File: config.mk
export PLATFORM = sky130hd
export DESIGN_NAME = prog_inst_memory
export DESIGN_NICKNAME = d
export VERILOG_FILES = /design/src/rtl/prog_inst_memory.sv
export SDC_FILE = /design/constraint.sdc
export NUM_CORES = 2
export LEC_CHECK = 0
export CAP_MARGIN = 15
export CORE_UTILIZATION = 41
export DETAILED_ROUTE_END_ITERATION = 10
export SETUP_SLACK_MARGIN = 0.4
export SYNTH_ARGS = -nofsm -noshare
export SYNTH_HDL_FRONTEND = slang
export SYNTH_SLANG_ARGS = --single-unit
File: constraint.sdc
create_clock -name clk -period 6 [get_ports clk]
set_clock_uncertainty 0.05 [all_clocks]
set_input_delay 1.2 -clock clk [delete_from_list [all_inputs] [get_ports clk]]
set_output_delay 1.2 -clock clk [all_outputs]
set_load 0.01 [all_outputs]
File: src/rtl/prog_inst_memory.sv
// Instruction memory: one-cycle registered fetch port plus a streaming program-load port.
// Fetches are served only while idle; the load FSM owns the memory while loading.
module prog_inst_memory #(
  parameter int                DATA_W    = 32,
  parameter int                DEPTH     = 128,
  parameter bit                BYTE_ADDR = 1'b0,
  parameter logic [DATA_W-1:0] NOP_WORD  = '0
) (
  input  logic                       clk,
  input  logic                       rst,
  input  logic [31:0]                pc,
  input  logic                       rd_en,
  output logic [DATA_W-1:0]          inst,
  output logic                       inst_valid,
  output logic                       addr_err,
  input  logic                       ld_start,
  input  logic                       ld_valid,
  input  logic [DATA_W-1:0]          ld_data,
  input  logic                       ld_last,
  output logic                       ld_ready,
  output logic                       ld_busy,
  output logic                       ld_done,
  output logic [$clog2(DEPTH):0]     ld_count,
  output logic [DATA_W-1:0]          ld_sum
);

  localparam int AW = $clog2(DEPTH);
  localparam int CW = AW + 1;

  typedef enum logic {IDLE, LOAD} state_t;

  state_t            state_q;
  logic [DATA_W-1:0] inst_q;
  logic              inst_valid_q;
  logic              addr_err_q;
  logic              ld_done_q;
  logic [CW-1:0]     ld_count_q;
  logic [CW-1:0]     ld_count_d;
  logic [DATA_W-1:0] ld_sum_q;
  logic [DATA_W-1:0] ld_sum_d;
  logic [31:0]       fetch_idx;
  logic              fetch_in_range;
  logic              wr_en;
  logic              wr_final;

  // Contents survive reset, so the array has a power-up value but no reset branch.
  logic [DATA_W-1:0] mem_q [DEPTH] = '{default: NOP_WORD};

  assign fetch_idx      = BYTE_ADDR ? {2'b00, pc[31:2]} : pc;
  assign fetch_in_range = (fetch_idx < DEPTH);
  assign wr_en          = (state_q == LOAD) && ld_valid;
  assign wr_final       = ld_last || (ld_count_q == CW'(DEPTH - 1));
  assign ld_count_d     = ld_count_q + CW'(1);
  assign ld_sum_d       = ld_sum_q ^ ld_data;

  always_ff @(posedge clk) begin
    if (wr_en) begin
      mem_q[ld_count_q[AW-1:0]] <= ld_data;
    end
  end

  always_ff @(posedge clk or posedge rst) begin
    if (rst) begin
      state_q      <= IDLE;
      inst_q       <= NOP_WORD;
      inst_valid_q <= 1'b0;
      addr_err_q   <= 1'b0;
      ld_done_q    <= 1'b0;
      ld_count_q   <= '0;
      ld_sum_q     <= '0;
    end else begin
      ld_done_q <= 1'b0;
      case (state_q)
        IDLE: begin
          if (ld_start) begin
            state_q    <= LOAD;
            ld_count_q <= '0;
            ld_sum_q   <= '0;
          end
          if (rd_en) begin
            if (fetch_in_range) begin
              inst_q       <= mem_q[fetch_idx[AW-1:0]];
              inst_valid_q <= 1'b1;
              addr_err_q   <= 1'b0;
            end else begin
              inst_q       <= NOP_WORD;
              inst_valid_q <= 1'b0;
              addr_err_q   <= 1'b1;
            end
          end
        end
        LOAD: begin
          // The fetch side is blanked every cycle the loader owns the memory.
          inst_q       <= NOP_WORD;
          inst_valid_q <= 1'b0;
          addr_err_q   <= 1'b0;
          if (ld_valid) begin
            ld_count_q <= ld_count_d;
            ld_sum_q   <= ld_sum_d;
            if (wr_final) begin
              state_q   <= IDLE;
              ld_done_q <= 1'b1;
            end
          end
        end
        default: state_q <= IDLE;
      endcase
    end
  end

  assign inst       = inst_q;
  assign inst_valid = inst_valid_q;
  assign addr_err   = addr_err_q;
  assign ld_busy    = (state_q == LOAD);
  assign ld_ready   = ld_busy;
  assign ld_done    = ld_done_q;
  assign ld_count   = ld_count_q;
  assign ld_sum     = ld_sum_q;

endmodule
* After elaboration in Yosys (flattened, before gate mapping)
Memories as Yosys holds them, arrays and structs flattened.
Index checks and enable logic that the tools add are counted.
** Word-level totals
- Register bits :: 76
- Bits in writable memories :: 4096
- Bits of input ports :: 70
- Output and inout port bits :: 77
- Logic and storage cells :: 43
- Memories :: 1
** Memories
- mem_q :: depth 128, bits a word 32, rd ports 1, clocked after Yosys merged registers in 0, wr ports 1, line 47 : logic [DATA_W-1:0] mem_q [DEPTH] = '{default: NOP_WORD};
** Operators by class
- $add $sub $neg :: 1
- Magnitude comparators :: 1
- Equal/unequal tests :: 4
- Mux-type cells :: 24
- Bitwise logic cells :: 2
- Reductions and logical operators :: 3
** Operators by type and width (number)
- $mux W32 :: 4
- $pmux W32 S2 :: 2
- $lt A32 B8 Y1 const B :: 1
- $xor A32 B32 Y32 :: 1
- $mux W8 :: 2
- $pmux W8 S2 :: 1
- $mux W1 :: 12
- $add A8 B1 Y8 const B :: 1
- $eq A8 B7 Y1 const B :: 1
- $ne A2 B2 Y1 const B :: 3
- $pmux W1 S2 :: 3
- $reduce_and A2 Y1 :: 1
- $logic_and A1 B1 Y1 :: 1
- $logic_or A1 B1 Y1 :: 1
- $not A1 Y1 :: 1

* Depth between registers and ports, before layout
- Depth after elaboration :: 5
- Depth in mapped cells :: 12
- Gate-level depth less buffers :: 7

* Least setup slack after synthesis
No wires, ideal clock.
- Kind :: input to register
- Start point :: in ld_valid
- End point :: mem mem_q[31][0], enable pin
- Setup time :: 461 ps
- Arrival :: 3980 ps
- Data required time :: 5489 ps
- Slack :: 1510 ps
- Stages :: 4
- Buffers on the path :: 1
- Cell sequence :: and3_1 clkbuf_1 nand4_1 nor3_1
** Between the ends
- Cells in the longest elaborated chain, start to end :: 3
** Ends and longest elaborated chain
- start, declared :: line 17 : input logic ld_valid,
- $logic_and A1 B1 Y1 :: line 51 : assign wr_en = (state_q == LOAD) && ld_valid;
- $mux W1 :: line 57 : if (wr_en) begin
- $mux W1 (not written as such) :: line 58 : mem_q[ld_count_q[AW-1:0]] <= ld_data;
- end, declared :: line 47
No other way between the ends.

* Final worst setup path
- Start point :: in pc[1]
- End point :: reg inst_q[21] (netlist: inst[21])
** Between the ends
- Cells in the longest elaborated chain, start to end :: 4
- Elaborated cells between the ends (all ways) :: 5
- Those cells by class :: order compare (1); mux (3); memory (1)
** Ends and longest elaborated chain
- start, declared :: line 11 : input logic [31:0] pc,
- $lt A32 B8 Y1 or $mem_v2 Z128 W32 (tied branches)
- $mux W32 * :: line 81 : if (fetch_in_range) begin
- $mux W32 * :: line 80 : if (rd_en) begin
- $pmux W32 S2 * :: line 73 : case (state_q)
- end signal, assigned :: line 82 : inst_q <= mem_q[fetch_idx[AW-1:0]];
- end, declared :: line 33 : logic [DATA_W-1:0] inst_q;
Mark *: on every way between the ends. The rest lies on a longest branch, timed or not. The select of a mux whose other input is x is not followed.
A chain may end at the register's enable or synchronous reset.

==> flow_metrics.py <==
metrics = {
    "outcome": {
        "status": "complete, no violations",
    },
    "logic_synthesis": {
        "ys.flop_type": "edfxtp_1",
        "synth-seq-area-share_pct": 77.5,
        "synth_area_leaders": "edfxtp_1, mux4_2, mux2i_1",
        "syn_area_um2": 161000,
        "synthTopCellsByCount": "edfxtp_1, mux2i_1, mux4_2",
        "synth_nets": 7807,
        "ys_seq_elements": 4172,
        "postSynthAreaPerCell_um2": 20.8,
        "syn-instance-count": 7736,
        "synth_edf_count": 4096,
        "yosysMostFrequentCell": "edfxtp_1",
        "synth_top_area_cell": "edfxtp_1",
        "ys_warn_count": 0,
        "yosysTopAreaCellShare_pct": 76.3,
        "synthArstFlopShare_pct": 1.82,
        "synth_cell_types": 49,
    },
    "cts": {
        "post_cts_resized": 0,
        "clk_transition_reported_paths_ps": 70,
        "clk_path_buf_depth": 4,
        "htree_levels": 5,
        "root_buffer": "clkbuf_16",
        "postCtsSetupRepairBufs": 0,
        "cts.sinks": 4172,
        "cts_tree": "yes",
        "numCtsBuffers": 422,
        "holdBufCountCts": 0,
        "clkLatencyLatePin_ps": 1010,
    },
    "detailed_routing": {
        "dr_total_vias": 80900,
        "drc": 0,
        "wl_per_cell_um": 33.0,
        "routed_wl_um": 455000,
        "viasPerCell": 5.87,
        "drtIter0Drc": 9453,
        "postRouteAntennaNets": 0,
        "dr.pass1.iters": 6,
    },
    "finish": {
        "drive_above_1_share_pct": 21.7,
        "finalNonFillerCells": 13800,
        "syn_to_final_growth_pct": 14.6,
        "nNetsFinal": 8290,
        "stdcell_area_um2": 185000,
        "nFillCells": 31900,
    },
    "min_path": {
        "hold_path_end": "inst[19]",
        "hold_path.startpoint": "inst[19]",
        "min_path_cells": 2,
        "hold_class": "flip-flop to flip-flop",
    },
    "sta": {
        "fin_crit_sh_pct": 73.8,
        "rsz0062_at_grt": "no",
        "worstMarginPinSlew_ps": 1280,
        "hold_viol": 0,
        "setup-tns-final_ps": 0,
        "maxSlewHeadroom_pct": 14.7,
        "setup_viol": 0,
        "slew_violations": 0,
        "fin_hold_ws_ps": 435,
        "timing.fmax_ghz": 0.226,
        "fin_crit_ps": 4430,
    },
    "critical_path": {
        "reg2reg_slack_ps": 1990,
        "worstSetupPathType": "input pin to flip-flop",
        "reg2reg_from": "ld_count[3]",
        "critPathArrivalTime_ps": 5230,
        "crit_required_ps": 6800,
        "reg2reg_to": "mem_q[108][9]",
        "end_kind": "flip-flop",
        "cp_max_fo": 34,
        "r2r_cells": 4,
        "worstSetupStartpointType": "input pin",
    },
    "global_route": {
        "grt_pass1_vias": 79400,
        "grtUsageMet2_pct": 35.6,
        "track_usage_pct": 22.5,
        "grt.overflow.total": 0,
        "grt_use_met3_pct": 3.68,
        "use_met1_pct": 31.4,
        "grt_busiest_layer": "met2",
        "grt_max_degree": 130,
        "antenna_found_initial": 27,
        "grt_pass1_wl_um": 631000,
    },
    "power": {
        "powerDensity_nw_per_um2": 334,
        "p_switching_uw": 13700,
        "comb_power_share_pct": 6.1,
        "intPower_uw": 48100,
        "p_leak_uw": 0.0597,
        "seqPwrFrac_pct": 52.4,
        "power_frac_clock_pct": 41.5,
        "swShare_pct": 22.2,
        "peakVddDrop_v": 0.000244,
    },
    "place": {
        "dpl-instance-area_um2": 171000,
        "portBuffers": 146,
        "gp_congestion": 0.865,
        "dpl.cell_count": 13000,
        "place_hpwl_um": 272000,
    },
    "die": {
        "fp.dieArea_um2": 396000,
        "die_h_um": 629,
        "ios": 147,
        "fp.coreArea_um2": 390000,
        "fp.dieW_um": 629,
        "rows": 229,
        "initial_core_util_pct": 41.3,
    },
    "flow_run": {
        "cap_violations": 0,
    },
}
-- worst max-delay path by stage --
stage	startpoint	end	slack, ps	cells past startpoint
3_3_place_gp	pc[1]	inst[12]	460	8
3_5_place_dp	pc[1]	inst[21]	570	9
5_1_grt	pc[1]	inst[21]	1700	9
6_report	pc[1]	inst[21]	1570	9
4_1_cts	pc[1]	inst[21]	1630	9
2_1_floorplan	ld_valid	mem_q[31][0]	1510	4
-- final cells by class --
type / instances / area (um2) / share of cell area (%)
flip-flops and latches: 4172 / 125000 / 67.6
multi-input cells: 3099 / 34600 / 18.7
clock buffers: 544 / 11300 / 6.11
well taps: 5197 / 6500 / 3.52
repair buffers: 523 / 5320 / 2.88
clock inverters: 230 / 2160 / 1.17
diodes: 17 / 42.5 / 0.0230
inverters: 1 / 6.26 / 0.00339
-- cells by family (layout without fill, tap and decap cells) --
group | after synthesis | in the layout | share of synthesized area [%]
flip-flops | 4172 | 4172 | 77.5
AO/OA/AOI/OAI | 807 | 807 | 3.72
other | 0 | 17 | 0
buffers and inverters | 465 | 1298 | 1.72
XOR/XNOR | 11 | 11 | 0.0598
multiplexers | 1667 | 1667 | 15.2
adder cells (fa/ha/maj) | 1 | 1 | 0.00776
AND/OR/NAND/NOR | 613 | 613 | 1.83
-- state kept, by name, indices dropped and copies added (netlist names) --
name        cells
inst_valid      1
addr_err        1
ld_done         1
ld_busy         1
ld_sum         32
inst           32
mem_q        4096
ld_count        8
-- stage by stage --
stage | worst slack [ps] | total power, uW | utilization [%]
5_1_grt | 1700 | 63400 | 47.3
3_3_place_gp | 457 | 36700 | 43.8
2_1_floorplan | 1510 | 34700 | -
3_5_place_dp | 567 | 36800 | 43.8
6_report | 1570 | 61800 | 47.3
4_1_cts | 1630 | 62200 | 47.3
-- placed cells by master (no fill, tap or decap), types with 11 or more instances in the layout --
master           Yosys  routed
a211oi_1            33      33
a21oi_1             78      78
a221oi_1            18      18
a22oi_1            386     386
a31oi_1             22      22
a41oi_1             28      28
buf_12               4      76
buf_4               58     322
bufinv_16            0      31
clkbuf_1           175     100
clkbuf_16            0     427
clkbuf_8             0      17
clkdlybuf4s50_1      0     108
clkinv_1             0      94
clkinv_2             0      70
dfrtp_1             76      76
diode_2              0      17
edfxtp_1          4096    4096
inv_6                0      11
mux2_2              45      45
mux2i_1           1005    1005
mux4_2             617     617
nand2_1             94      88
nand3_1            220     218
nand4_1             20      20
nor2_1             169      43
nor2_4               0     125
nor2b_1             46      39
nor3_1              20      17
nor3_2              16      19
o21a_1              31      31
o21ai_0             39      39
o221ai_1            31      31
o22ai_1             95      95
o41ai_2             32      32
xor2_1              11      11
-- layer usage --
| layer | wire, um | share of wire [%] |
|---|---|---|
| met5 | 53 | 0.012 |
| met4 | 20700 | 4.5 |
| met3 | 36000 | 7.9 |
| met2 | 214000 | 47 |
| met1 | 184000 | 41 |
-- power by group through the flow --
stage	sequential (uW)	clock, uW	combinational [uW]
floorplan	33000	0	1750
global placement	33000	0	3740
detailed placement	33000	0	3810
CTS	32400	26000	3810
global route	32400	27100	3940
finish	32400	25600	3790
-- worst max-delay path: stages --
cell     delay, ps
buf_8          420
nor2b_4        820
buf_12         280
a22oi_1        130
and3_1         260
a31oi_1        640
a31oi_1        470
nor3_1         720
o41ai_2        100
Note: power is estimated with default switching activity, not from simulation.
